==> src/rtl/icache_axi_rd_bridge_if.sv <==
// AXI4 read-only channel bundle (AR + R) between the icache refill bridge
// and the memory-side slave.
interface icache_axi_rd_bridge_if #(
  parameter int ID_WIDTH = 4
);
  logic [ID_WIDTH-1:0] arid;
  logic [31:0]         araddr;
  logic [7:0]          arlen;
  logic [2:0]          arsize;
  logic [1:0]          arburst;
  logic                arvalid;
  logic                arready;

  logic [ID_WIDTH-1:0] rid;
  logic [31:0]         rdata;
  logic [1:0]          rresp;
  logic                rlast;
  logic                rvalid;
  logic                rready;

  modport master (
    output arid, araddr, arlen, arsize, arburst, arvalid,
    input  arready,
    input  rid, rdata, rresp, rlast, rvalid,
    output rready
  );

  modport slave (
    input  arid, araddr, arlen, arsize, arburst, arvalid,
    output arready,
    output rid, rdata, rresp, rlast, rvalid,
    input  rready
  );
endinterface

==> src/rtl/icache_axi_rd_bridge.sv <==
// Icache refill read bridge: takes one cache read request, issues it as a
// single AXI4 INCR read burst and streams the returned beats back, one cycle late.
module icache_axi_rd_bridge #(
  parameter int          ID_WIDTH = 4,
  parameter int unsigned AXI_ID   = 0
) (
  input  logic        clock,
  input  logic        reset,

  input  logic        rd_req,
  input  logic [2:0]  rd_type,
  input  logic [31:0] rd_addr,
  output logic        rd_rdy,

  output logic        ret_valid,
  output logic        ret_last,
  output logic [31:0] ret_data,
  output logic        err,

  icache_axi_rd_bridge_if.master axi
);

  typedef enum logic [1:0] {
    S_IDLE = 2'd0,
    S_AR   = 2'd1,
    S_R    = 2'd2
  } state_t;

  localparam logic [2:0] TYPE_BYTE = 3'd0;
  localparam logic [2:0] TYPE_HALF = 3'd1;
  localparam logic [2:0] TYPE_WORD = 3'd2;
  localparam logic [2:0] TYPE_LINE = 3'd4;

  state_t      r_state;
  state_t      w_next_state;

  logic [31:0] r_addr;
  logic [2:0]  r_type;
  logic [1:0]  r_beat_cnt;
  logic        r_beat_ovf;
  logic        r_ret_valid;
  logic        r_ret_last;
  logic [31:0] r_ret_data;
  logic        r_err;

  logic [2:0]  w_norm_type;
  logic        w_is_line;
  logic [1:0]  w_last_idx;
  logic        w_accept;
  logic        w_beat;
  logic        w_at_last;
  logic        w_done;
  logic        w_beat_err;
  logic        w_rid_unused;

  // The R channel ID is not checked: only one transaction is ever in flight.
  assign w_rid_unused = ^axi.rid;

  always_comb begin
    // NOTE: every always_comb output gets a default first so no path can infer a latch.
    w_norm_type = TYPE_WORD;
    case (rd_type)
      TYPE_BYTE: w_norm_type = TYPE_BYTE;
      TYPE_HALF: w_norm_type = TYPE_HALF;
      TYPE_LINE: w_norm_type = TYPE_LINE;
      default:   w_norm_type = TYPE_WORD;
    endcase
  end

  assign w_is_line  = r_type[2];
  assign w_last_idx = w_is_line ? 2'd3 : 2'd0;

  assign w_accept = rd_req && rd_rdy;
  assign w_beat   = (r_state == S_R) && axi.rvalid;

  // r_beat_ovf marks that the final expected beat came without rlast; any
  // further beat is an overrun and terminates the transaction on its own.
  assign w_at_last  = !r_beat_ovf && (r_beat_cnt == w_last_idx);
  assign w_done     = axi.rlast || r_beat_ovf;
  assign w_beat_err = w_beat && ((axi.rresp != 2'b00) ||
                                 (axi.rlast && !w_at_last) ||
                                 r_beat_ovf);

  always_ff @(posedge clock) begin
    // NOTE: sequential state uses non-blocking assignments so every register
    // samples pre-edge values, independent of statement order.
    if (reset) r_state <= S_IDLE;
    else       r_state <= w_next_state;
  end

  always_comb begin
    w_next_state = r_state;
    rd_rdy       = 1'b0;
    axi.arvalid  = 1'b0;
    axi.rready   = 1'b0;
    case (r_state)
      S_IDLE: begin
        rd_rdy = 1'b1;
        if (w_accept) w_next_state = S_AR;
      end
      S_AR: begin
        axi.arvalid = 1'b1;
        if (axi.arready) w_next_state = S_R;
      end
      S_R: begin
        // The cache return path cannot stall, so R is always accepted.
        axi.rready = 1'b1;
        if (w_beat && w_done) w_next_state = S_IDLE;
      end
      default: w_next_state = S_IDLE;
    endcase
  end

  always_ff @(posedge clock) begin
    if (reset) begin
      r_addr      <= '0;
      r_type      <= '0;
      r_beat_cnt  <= '0;
      r_beat_ovf  <= 1'b0;
      r_ret_valid <= 1'b0;
      r_ret_last  <= 1'b0;
      r_ret_data  <= '0;
      r_err       <= 1'b0;
    end else begin
      r_ret_valid <= w_beat;
      r_ret_last  <= w_beat && w_done;

      if (w_accept) begin
        r_addr     <= rd_addr;
        r_type     <= w_norm_type;
        r_beat_cnt <= '0;
        r_beat_ovf <= 1'b0;
      end

      if (w_beat) begin
        r_ret_data <= axi.rdata;
        r_beat_cnt <= r_beat_cnt + 2'd1;
        if (w_at_last && !axi.rlast) r_beat_ovf <= 1'b1;
      end

      if (w_beat_err) r_err <= 1'b1;
    end
  end

  assign axi.arid    = AXI_ID[ID_WIDTH-1:0];
  assign axi.araddr  = w_is_line ? {r_addr[31:4], 4'b0000} : r_addr;
  assign axi.arlen   = {6'd0, w_last_idx};
  assign axi.arsize  = w_is_line ? 3'd2 : {1'b0, r_type[1:0]};
  assign axi.arburst = 2'b01;

  assign ret_valid = r_ret_valid;
  assign ret_last  = r_ret_last;
  assign ret_data  = r_ret_data;
  assign err       = r_err;

endmodule

==> src/flat_wrapper.sv <==
// flat-port wrapper written by rule: the top's interface ports become plain ports
module icache_axi_rd_bridge_flat 
#(
  parameter int          ID_WIDTH = 4,
  parameter int unsigned AXI_ID   = 0
)
  (clock, reset, rd_req, rd_type, rd_addr, rd_rdy, ret_valid, ret_last, ret_data, err, axi_arid, axi_araddr, axi_arlen, axi_arsize, axi_arburst, axi_arvalid, axi_arready, axi_rid, axi_rdata, axi_rresp, axi_rlast, axi_rvalid, axi_rready);
  icache_axi_rd_bridge_if #(.ID_WIDTH(ID_WIDTH)) axi_i ();
  input  logic clock;
  input  logic reset;
  input  logic rd_req;
  input  logic [2:0] rd_type;
  input  logic [31:0] rd_addr;
  output logic rd_rdy;
  output logic ret_valid;
  output logic ret_last;
  output logic [31:0] ret_data;
  output logic err;
  output wire logic [$bits(axi_i.arid)-1:0] axi_arid;
  output wire logic [$bits(axi_i.araddr)-1:0] axi_araddr;
  output wire logic [$bits(axi_i.arlen)-1:0] axi_arlen;
  output wire logic [$bits(axi_i.arsize)-1:0] axi_arsize;
  output wire logic [$bits(axi_i.arburst)-1:0] axi_arburst;
  output wire logic [$bits(axi_i.arvalid)-1:0] axi_arvalid;
  input wire logic [$bits(axi_i.arready)-1:0] axi_arready;
  input wire logic [$bits(axi_i.rid)-1:0] axi_rid;
  input wire logic [$bits(axi_i.rdata)-1:0] axi_rdata;
  input wire logic [$bits(axi_i.rresp)-1:0] axi_rresp;
  input wire logic [$bits(axi_i.rlast)-1:0] axi_rlast;
  input wire logic [$bits(axi_i.rvalid)-1:0] axi_rvalid;
  output wire logic [$bits(axi_i.rready)-1:0] axi_rready;
  assign axi_arid = axi_i.arid;
  assign axi_araddr = axi_i.araddr;
  assign axi_arlen = axi_i.arlen;
  assign axi_arsize = axi_i.arsize;
  assign axi_arburst = axi_i.arburst;
  assign axi_arvalid = axi_i.arvalid;
  assign axi_i.arready = axi_arready;
  assign axi_i.rid = axi_rid;
  assign axi_i.rdata = axi_rdata;
  assign axi_i.rresp = axi_rresp;
  assign axi_i.rlast = axi_rlast;
  assign axi_i.rvalid = axi_rvalid;
  assign axi_rready = axi_i.rready;
  icache_axi_rd_bridge #(.ID_WIDTH(ID_WIDTH), .AXI_ID(AXI_ID)) u_core (.clock(clock), .reset(reset), .rd_req(rd_req), .rd_type(rd_type), .rd_addr(rd_addr), .rd_rdy(rd_rdy), .ret_valid(ret_valid), .ret_last(ret_last), .ret_data(ret_data), .err(err), .axi(axi_i));
endmodule
==> config.mk <==
export PLATFORM = sky130hd
export DESIGN_NAME = icache_axi_rd_bridge_flat
export DESIGN_NICKNAME = d
export VERILOG_FILES = /design/src/rtl/icache_axi_rd_bridge_if.sv /design/src/rtl/icache_axi_rd_bridge.sv /design/src/flat_wrapper.sv
export SDC_FILE = /design/constraint.sdc
export NUM_CORES = 1
export LEC_CHECK = 0
export BUFFER_PORTS_ARGS = -buffer_cell sky130_fd_sc_hd__buf_2
export CAP_MARGIN = 5
export CORE_MARGIN = 5
export CORE_UTILIZATION = 40
export CTS_CLUSTER_DIAMETER = 50
export CTS_CLUSTER_SIZE = 16
export DETAILED_ROUTE_END_ITERATION = 7
export HOLD_SLACK_MARGIN = 0.05
export PLACE_DENSITY = 0.83
export SLEW_MARGIN = 5
export SYNTH_ARGS = -nofsm -noshare
export SYNTH_HDL_FRONTEND = slang
export SYNTH_SLANG_ARGS = --single-unit
==> constraint.sdc <==
create_clock -name clock -period 3 [get_ports clock]
set_input_delay 0.75 -clock clock [delete_from_list [all_inputs] [get_ports clock]]
set_output_delay 0.75 -clock clock [all_outputs]
set_load 0.05 [all_outputs]
# After elaboration in Yosys (flattened, before gate mapping)
# Cells that the tools add are included.
# Widths: inputs -> output; s select.
# op_classes
n_reduce_logical,18
n_addsub,1
n_mux,16
n_eq_ne,8
# op_table
op,count
$mux 2,7
$pmux 3 s3,1
$logic_and 1x1->1,7
$mux 1,6
$pmux 2 s3,1
$mux 4,1
$ne 2x2->1 const B,2
$reduce_bool 2->1,2
$eq 3x1->1 const B,1
$eq 3x3->1 const B,1
$logic_not 1->1,3
$logic_not 3->1,1
$logic_or 1x1->1,3
$reduce_and 3->1,1
$add 2x1->2 const B,1
$eq 2x1->1 const B,1
$eq 2x2->1,1
$eq 2x2->1 const B,1
$logic_not 2->1,1
$ne 2x1->1 const B,1
# word_totals
ff_bits,75
in_bits,79

# Depth between registers and ports, before layout
# Gate-level depths: netlist of the first run.
# depth
depth_word,8
ltp_mapped,6
ltp_nobuf,3

# Worst setup path before layout of the first run
# Ideal clock, no wire load.
# synth_path
kind,register to output
startpoint,reg u_core.r_state[0]
endpoint,out axi_arvalid
required_time_ns,2.250
arrival_ns,1.195
n_path_buf,1
stages_incl_launch_ff,3
slack_ns,1.055
cell_sequence,dfxtp_1 > buf_2 > nor2b_1
# synth_between
elab_chain_cells,2
# synth_lines
element,line,source
start: declaration,icache_axi_rd_bridge.sv:34,state_t r_state;
start signal: assignment,icache_axi_rd_bridge.sv:88,else r_state <= w_next_state;
$eq 2x1->1,icache_axi_rd_bridge.sv:96,case (r_state)
$mux 1,icache_axi_rd_bridge.sv:96,
end: declaration,flat_wrapper.sv:24,output wire logic [$bits(axi_i.arvalid)-1:0] axi_arvalid;
# Every way passes these cells.

# Worst setup path after layout of the first run
# layout_path
startpoint,reg u_core.r_type[2]
endpoint,out axi_arsize[1]
# layout_between
elab_chain_cells,1
# layout_lines
element,line,source
start: declaration,icache_axi_rd_bridge.sv:38,logic [2:0] r_type;
start signal: assignment,icache_axi_rd_bridge.sv:130,r_type <= w_norm_type;
$mux 2,icache_axi_rd_bridge.sv:148,"assign axi.arsize = w_is_line ? 3'd2 : {1'b0, r_type[1:0]};"
end: declaration,flat_wrapper.sv:22,output wire logic [$bits(axi_i.arsize)-1:0] axi_arsize;
# Every way passes these cells.

==> results.py, run 1 <==
metrics = {
    "synthesis": {
        "synth_top_area_frac": 0.496,
        "synth_commonest_cells": "nand2_1, dfxtp_1, a21oi_1",
        "synth_compound_area_frac": 0.129,
        "synth_xor_area_frac": 0,
        "synthSimpleGateAreaFrac": 0.231,
        "synth.area.top_cells": "dfxtp_1, nand2_1, a21oi_1",
        "ys_ff_latch": 75,
        "yosysTopAreaCell": "dfxtp_1",
        "synth_edf_count": 0,
        "ys_seq_area_frac": 0.496,
        "synth_fa_ha_area_frac": 0,
        "syn_avg_cell_area_sq_um": 7.89,
        "netlist_area_sq_um": 3030,
        "post-synth-top-count-cell": "nand2_1",
        "synth_flop_cell": "dfxtp_1",
        "async_reset_ff_frac": 0,
        "synthMuxAreaShare": 0,
        "synth_cells": 384,
        "yosysWarnings": 0,
        "yosysUniqueCellTypes": 30,
        "synth_top_family_by_area": "simple AND/OR/NAND/NOR gates",
    },
    "drt": {
        "routed_wirelength_um": 7260,
        "wl_per_cell_um": 12.2,
        "drc": 0,
        "vias_per_cell": 4.63,
        "drt_pre_antenna_iters": 4,
        "drtAntennaViolNets": 0,
        "drtIter0Drc": 64,
        "vias": 2758,
    },
    "timing": {
        "grt_setup_unrepaired": "no",
        "drv_slew": 0,
        "period_minus_slack_ns": 2.11,
        "min_period_over_period": 0.704,
        "setup_viol": 0,
        "fin_skew_ns": 0.00919,
        "fin_tns_setup_ns": 0,
        "fin_ws_ns": 0.889,
        "max_freq_ghz": 0.474,
        "finalHoldViolations": 0,
        "worst_pin_slew_ns": 1.02,
        "worst_hold_slack_ns": 0.452,
        "relSlewSlack": 0.322,
    },
    "floorplanning": {
        "ios": 166,
        "die-area_sq_um": 9410,
        "die_w_um": 97.0,
        "core_area_sq_um": 7330,
        "die_y_um": 97.0,
        "start_util": 0.413,
        "rows": 31,
    },
    "placement": {
        "placed_cell_area_sq_um": 3550,
        "pre_cts_slack_ns": 0.894,
        "dp_cells": 580,
        "gp_congestion": 0.807,
        "numPortBuffers": 148,
        "detailed_place_hpwl_um": 5310,
    },
    "cells_and_area": {
        "final_cells": 596,
        "final_util": 0.516,
        "drive_gt1_frac": 0.346,
        "antenna_cells": 0,
        "postLayoutCellArea_sq_um": 3780,
        "area_growth_pct": 24.8,
        "fillers": 695,
        "nNetsFinal": 571,
    },
    "clock_network": {
        "postCtsSetupBuffers": 0,
        "cts-resized-gates": 0,
        "numClockSinks": 75,
        "cts_tree": "yes",
        "htree_levels": 3,
        "cts_inserted_buffers": 9,
        "cts_hold_buf": 0,
        "insertion_delay_ns": 0.33,
        "cts_buffer_depth": 2,
        "clk_pin_slew_worst_paths_ns": 0.07,
        "root_buffer": "clkbuf_8",
    },
    "power_and_ir_drop": {
        "powerDensity_nw_per_um2": 615,
        "p_leak_nw": 1.77,
        "vdd_drop_max_v": 0.000303,
        "fin_total_pwr_mw": 2.32,
    },
    "grt": {
        "antenna_found_initial": 0,
        "grt_usage": 0.154,
        "grt_remaining_overflow": 0,
        "grt_max_degree": 57,
        "grt_pass1_wl_um": 12300,
        "grt_pass1_vias": 2696,
    },
    "worst_hold_path": {
        "holdCritPathClass": "flip-flop to flip-flop",
    },
    "setup_path": {
        "worstPathArrival_ns": 1.36,
        "ff2ff_setup_slack_ns": 1.41,
        "worstPathMaxFanout": 11,
        "critPathKind": "flip-flop to output pin",
        "critPathCaptureType": "output pin",
        "required_ns": 2.25,
        "crit_path_start_kind": "flip-flop",
    },
    "flow_run": {
        "drv_cap": 0,
    },
    "run_status": {
        "status": "complete, no violations",
    },
}
## worst max-delay path, cell delays in order, from the launching register on
cell and delay [ns]:
dfxtp_1 0.60, or2_2 0.19, buf_2 0.25
## cell usage in the layout, fill, tap and decap left out, drive strengths merged
master and n:
dfxtp 75, nand3b 5, o211ai 1, bufinv 2, o221a 1, nand3 3
nand2b 1, a21oi 69, conb 13, clkbuf 11, or3b 1, buf 153
a2111oi 1, or2 1, a211oi 1, clkinv 3, o21ai 1, or4 1
and3b 1, nor3 3, or4b 1, and3 1, inv 1, nor3b 2
nor2 6, nand2 131, a31oi 1, nor2b 7
## area by class of cell
type | instances | area, sq um | area share
Timing Repair Buffer | 153 | 778 | 0.206
Clock inverter | 5 | 75.1 | 0.0199
Sequential cell | 75 | 1500 | 0.397
Multi-Input combinational cell | 252 | 1150 | 0.303
Clock buffer | 11 | 151 | 0.0401
Tap cell | 99 | 124 | 0.0328
Inverter | 1 | 3.75 | 0.000993
## worst paths after layout
check	start	end	depth (start not counted)
max	u_core.r_type[2]$_SDFFE_PP0P_	axi_arsize[1]	2
min	u_core.r_addr[15]$_SDFFE_PP0P_	u_core.r_addr[15]$_SDFFE_PP0P_	2
max reg2reg	u_core.r_state[1]$_SDFFE_PP0P_	u_core.r_type[1]$_SDFFE_PP0P_	4
min reg2reg	u_core.r_addr[15]$_SDFFE_PP0P_	u_core.r_addr[15]$_SDFFE_PP0P_	2
## routing by layer
metal,part of all wire,track usage
met1,0.41,0.170
met2,0.47,0.257
met3,0.11,0.0741
met4,0.011,0.0551
met5,0,0
## state kept, by name (all words and copies together), names as in the netlist
register,count
u_core.r_type,3
u_core.err,1
u_core.ret_valid,1
u_core.r_state,2
u_core.r_beat_ovf,1
u_core.ret_last,1
u_core.r_beat_cnt,2
u_core.ret_data,32
u_core.r_addr,32
## cells by family after synthesis
family	count (synthesis)
other cells	2
compound gates	75
buf+inv	68
flops	75
simple gates	164
## report_power, final
group          internal (mW)  switching [mW]
clock network          0.510           0.351
registers               1.04          0.0244
logic                  0.104           0.297
total                   1.65           0.673
(Power assumes the default switching activity.)
==> inputs of run 2 (changes only) <==
--- a/config.mk
+++ b/config.mk
@@ -13,7 +13,7 @@
 export CTS_CLUSTER_SIZE = 16
 export DETAILED_ROUTE_END_ITERATION = 7
 export HOLD_SLACK_MARGIN = 0.05
-export PLACE_DENSITY = 0.83
+export PLACE_DENSITY = 0.86
 export SLEW_MARGIN = 5
 export SYNTH_ARGS = -nofsm -noshare
 export SYNTH_HDL_FRONTEND = slang
==> constraint.sdc (replaced) <==
create_clock -name clock -period 1.9 [get_ports clock]
set_input_delay 0.475 -clock clock [delete_from_list [all_inputs] [get_ports clock]]
set_output_delay 0.475 -clock clock [all_outputs]
set_load 0.05 [all_outputs]
==> run 2 against run 1 <==
Global-route usage down 0.49 points. Via count rose by 0.40%. Count of clock-buffer cells in the layout shrank 1. Clock power grew 16%. Wire length grew 1.4%. Final cell count rose by 0.34%. Combinational power up 59%. Largest power group unchanged. Clock skew decreased by 0.0030 ns. Sequential cell count unchanged.
==> results.py, run 2 (synthesis results as in run 1) <==
metrics = {
    "cells_and_area": {
        "antenna_cells": 0,
        "nNetsFinal": 574,
        "drive_gt1_frac": 0.349,
        "final_common_cell": "buf_2",
        "layout_common_cells": "buf_2, nand2_1, dfxtp_1, a21oi_1, conb_1",
        "final_cells": 598,
        "area_growth_pct": 23.3,
    },
    "setup_path": {
        "critPathMaxStageDelay_ns": 0.52,
        "critPathTopFamily": "flip-flops",
        "required_ns": 1.42,
        "path_buf_inv": 1,
        "critPathCaptureType": "output pin",
        "critPathKind": "flip-flop to output pin",
        "crit_chain": "nor2b_1 -> buf_2",
        "worstPathArrival_ns": 1.29,
        "worstPathMaxFanout": 11,
        "cpMaxStageDelayCell": "dfxtp_1",
        "crit_path_start_kind": "flip-flop",
    },
    "drt": {
        "drc": 0,
        "wl_per_cell_um": 12.3,
        "drt_pre_antenna_iters": 4,
        "vias_per_cell": 4.63,
        "drtIter0Drc": 68,
        "routed_wirelength_um": 7360,
        "vias": 2769,
        "drtAntennaViolNets": 0,
    },
    "floorplanning": {
        "die_w_um": 97.0,
        "die-area_sq_um": 9410,
        "core_area_sq_um": 7330,
        "start_util": 0.413,
        "ios": 166,
        "rows": 31,
        "die_y_um": 97.0,
    },
    "placement": {
        "gp_congestion": 0.877,
        "numPortBuffers": 148,
        "detailed_place_hpwl_um": 5630,
        "dp_cells": 583,
    },
    "timing": {
        "fin_skew_ns": 0.00624,
        "worst_hold_slack_ns": 0.358,
        "drv_slew": 0,
        "finalHoldViolations": 0,
        "setup_viol": 0,
        "fin_tns_setup_ns": 0,
        "grt_setup_unrepaired": "no",
        "min_period_over_period": 0.930,
        "max_freq_ghz": 0.566,
        "period_minus_slack_ns": 1.77,
    },
    "grt": {
        "grt_pass1_vias": 2652,
        "grt_remaining_overflow": 0,
        "grt_usage": 0.149,
        "grt_max_degree": 45,
        "grt_pass1_wl_um": 11900,
        "antenna_found_initial": 0,
    },
    "clock_network": {
        "cts-resized-gates": 0,
        "cts_inserted_buffers": 9,
        "insertion_delay_ns": 0.33,
        "clk_pin_slew_worst_paths_ns": 0.08,
        "root_buffer": "clkbuf_8",
        "cts_hold_buf": 0,
        "numClockSinks": 75,
        "cts_tree": "yes",
        "cts_buffer_depth": 2,
        "htree_levels": 3,
        "postCtsSetupBuffers": 0,
    },
    "flow_run": {
        "drv_cap": 0,
    },
    "power_and_ir_drop": {
        "fin_total_pwr_mw": 3.32,
        "powerDensity_nw_per_um2": 888,
        "vdd_drop_max_v": 0.000289,
        "p_leak_nw": 1.75,
    },
    "worst_hold_path": {
        "holdCritPathClass": "input pin to flip-flop",
    },
    "run_status": {
        "status": "complete, no violations",
    },
}
## run 2: final cells by class
class	instances	area (sq um)
Clock inverter	5	31.3
Timing Repair Buffer	156	801
Inverter	1	3.75
Fill cell	704	3590
Clock buffer	10	128
Tap cell	99	124
Multi-Input combinational cell	252	1150
Sequential cell	75	1500
## run 2: worst reg2reg max path: stages, from the launching register on
cell and delay, ns:
dfxtp_1 0.41, or3b_1 0.43, buf_4 0.26, a211oi_1 0.25
nor3_1 0.07
## run 2: worst paths after layout
| kind | startpoint | to | slack (ns) | cells after the start |
|---|---|---|---|---|
| hold / removal | reset | u_core.r_state[0]$_SDFFE_PP0P_ | 0.36 | 2 |
| setup / recovery | u_core.r_state[0]$_SDFFE_PP0P_ | axi_arvalid | 0.13 | 2 |
| hold reg to reg | u_core.r_type[0]$_SDFFE_PP0P_ | u_core.r_type[0]$_SDFFE_PP0P_ | 0.45 | 2 |
| setup reg to reg | u_core.r_state[1]$_SDFFE_PP0P_ | u_core.r_type[1]$_SDFFE_PP0P_ | 0.36 | 4 |
## run 2: routing by layer
metal	global-route usage	vias to the layer above	wire length (um)
li1	-	1402	-
met5	0	-	0
met4	0.0637	0	167
met1	0.163	1223	2870
met2	0.255	127	3540
met3	0.0597	17	782
## run 2: per-stage QoR
step	util	area, sq um	setup WS, ns
detailed placement	0.488	3580	0.238
floorplan	-	3070	0.230
finish	0.510	3740	0.133
global placement	0.488	3580	0.240
global route	0.510	3740	0.00358
CTS	0.509	3730	0.0583
## run 2: power breakdown
| group | total [mW] | internal (mW) | switching (mW) |
|---|---|---|---|
| registers | 1.68 | 1.64 | 0.0390 |
| clock network | 1.00 | 0.462 | 0.541 |
| logic | 0.638 | 0.167 | 0.472 |
==> inputs of run 3 (changes only) <==
--- a/config.mk
+++ b/config.mk
@@ -13,6 +13,7 @@
 export CTS_CLUSTER_SIZE = 16
 export DETAILED_ROUTE_END_ITERATION = 7
 export HOLD_SLACK_MARGIN = 0.05
+export MAX_ROUTING_LAYER = met4
 export PLACE_DENSITY = 0.86
 export SLEW_MARGIN = 5
 export SYNTH_ARGS = -nofsm -noshare
==> run 3 against run 2 <==
Fmax is 0.21% lower. Largest power group unchanged. Critical path type unchanged. Global-route usage is 0.44 points higher. Largest cell class unchanged. Highest routed layer unchanged. Critical path depth stayed put. Sequential power hardly changed.
==> results.py, run 3 (synthesis results as in run 1) <==
metrics = {
    "floorplanning": {
        "start_util": 0.413,
        "ios": 166,
        "die-area_sq_um": 9410,
        "core_area_sq_um": 7330,
        "rows": 31,
        "die_y_um": 97.0,
        "die_w_um": 97.0,
    },
    "grt": {
        "grt_pass1_vias": 2645,
        "grt_max_degree": 45,
        "grt_remaining_overflow": 0,
        "antenna_found_initial": 0,
        "grt_usage": 0.154,
        "grt_pass1_wl_um": 11900,
    },
    "flow_run": {
        "drv_cap": 0,
    },
    "cells_and_area": {
        "fillers": 704,
        "final_cells": 598,
        "antenna_cells": 0,
        "area_growth_pct": 23.3,
        "nNetsFinal": 574,
        "final_common_cell": "buf_2",
        "final_util": 0.510,
        "drive_gt1_frac": 0.349,
        "layout_common_cells": "buf_2, nand2_1, dfxtp_1, a21oi_1, conb_1",
    },
    "setup_path": {
        "worstPathMaxFanout": 11,
        "r2r_cells": 4,
        "r2r-end": "u_core.r_type[1]$_SDFFE_PP0P_",
        "ff2ff_setup_slack_ns": 0.36,
        "required_ns": 1.42,
        "path_buf_inv": 1,
        "critPathTopFamily": "flip-flops",
        "reg2reg_from": "u_core.r_state[1]$_SDFFE_PP0P_",
        "critPathMaxStageDelay_ns": 0.52,
        "cpMaxStageDelayCell": "dfxtp_1",
        "crit_path_start_kind": "flip-flop",
        "worstPathArrival_ns": 1.30,
        "crit_chain": "nor2b_1 -> buf_2",
        "critPathKind": "flip-flop to output pin",
        "critPathCaptureType": "output pin",
    },
    "timing": {
        "min_period_over_period": 0.932,
        "worst_hold_slack_ns": 0.357,
        "finalHoldViolations": 0,
        "period_minus_slack_ns": 1.77,
        "grt_setup_unrepaired": "no",
        "max_freq_ghz": 0.565,
        "setup_viol": 0,
        "drv_slew": 0,
        "fin_skew_ns": 0.00612,
        "fin_tns_setup_ns": 0,
    },
    "drt": {
        "drc": 0,
        "vias_per_cell": 4.65,
        "vias": 2782,
        "routed_wirelength_um": 7360,
        "wl_per_cell_um": 12.3,
        "drtAntennaViolNets": 0,
        "drtIter0Drc": 70,
        "drt_pre_antenna_iters": 4,
    },
    "power_and_ir_drop": {
        "p_leak_nw": 1.75,
        "internal-power_mw": 2.27,
        "sw_frac_of_total": 0.317,
        "fin_total_pwr_mw": 3.32,
        "power_frac_seq": 0.505,
        "powerDensity_nw_per_um2": 888,
        "pwr-share-clk": 0.303,
        "p_comb_frac": 0.192,
        "p_switching_mw": 1.05,
        "vdd_drop_max_v": 0.000290,
    },
    "worst_hold_path": {
        "holdCritPathClass": "input pin to flip-flop",
        "hold_path_depth": 2,
        "min_from": "reset",
        "whs_endpoint": "u_core.r_state[0]$_SDFFE_PP0P_",
    },
    "clock_network": {
        "clk_pin_slew_worst_paths_ns": 0.08,
        "numClockSinks": 75,
        "cts_inserted_buffers": 9,
        "cts_tree": "yes",
        "cts_buffer_depth": 2,
        "insertion_delay_ns": 0.33,
        "htree_levels": 3,
        "root_buffer": "clkbuf_8",
    },
    "placement": {
        "gp_congestion": 0.892,
        "detailed_place_hpwl_um": 5630,
        "dp_cells": 583,
        "numPortBuffers": 148,
    },
    "run_status": {
        "status": "complete, no violations",
    },
}
==> run 3: cell counts in the layout (fill, tap and decap cells not counted) <==
No cell type changed its count.
==> run 3: per-stage QoR <==
step	setup slack, ns	instance area (sq um)
CTS	0.0583	3730
global placement	0.240	3580
floorplan	0.230	3070
detailed placement	0.238	3580
global route	0.00358	3740
finish	0.129	3740
==> run 3: final cells by class <==
type,instances,area [sq um],area share
clock buffer,10,128,0.0342
clock inverter,5,31.3,0.00837
inverter,1,3.75,0.00100
multi-input combinational,252,1150,0.307
sequential,75,1500,0.402
tap,99,124,0.0332
timing repair buffer,156,801,0.214
==> run 3: what timing repair did <==
action                                  4_1_cts  5_1_grt
gates resized for setup                       0        1
endpoints found under the setup margin        0        1
hold buffers                                  0        0
buffers inserted                              0        0
==> run 3: routing by layer <==
layer,share of wire,vias up,global-route usage,routed length [um]
li1,-,1403,-,-
met1,0.40,1239,0.166,2920
met2,0.48,127,0.255,3560
met3,0.099,13,0.0554,731
met4,0.020,0,0.0637,149
met5,0,-,-,0
==> run 3: worst register-to-register path, cell delays in order, from the launching register on <==
cell and delay [ns]:
dfxtp_1 0.41, or3b_1 0.42, buf_4 0.26, a211oi_1 0.25, nor3_1 0.07
==> run 3: worst max-delay path by stage <==
stage | slack [ns] | startpoint | end | cells after the start
final | 0.13 | u_core.r_state[0]$_SDFFE_PP0P_ | axi_arvalid | 2
after global routing | 0.004 | u_core.r_state[0]$_SDFFE_PP0P_ | axi_arvalid | 2
after CTS | 0.06 | u_core.r_type[2]$_SDFFE_PP0P_ | axi_arsize[1] | 2
after floorplan | 0.23 | u_core.r_state[0]$_SDFFE_PP0P_ | axi_arvalid | 2
after detailed placement | 0.24 | rd_req | u_core.r_type[1]$_SDFFE_PP0P_ | 5
after global placement | 0.24 | rd_req | u_core.r_type[1]$_SDFFE_PP0P_ | 5
==> run 3: power by group through the flow <==
stage | clock network (mW) | registers (mW) | logic (mW)
floorplan | 0 | 1.74 | 0.501
global placement | 0 | 1.71 | 0.630
detailed placement | 0 | 1.71 | 0.642
CTS | 1.05 | 1.68 | 0.643
global route | 1.12 | 1.69 | 0.682
finish | 1.00 | 1.68 | 0.639
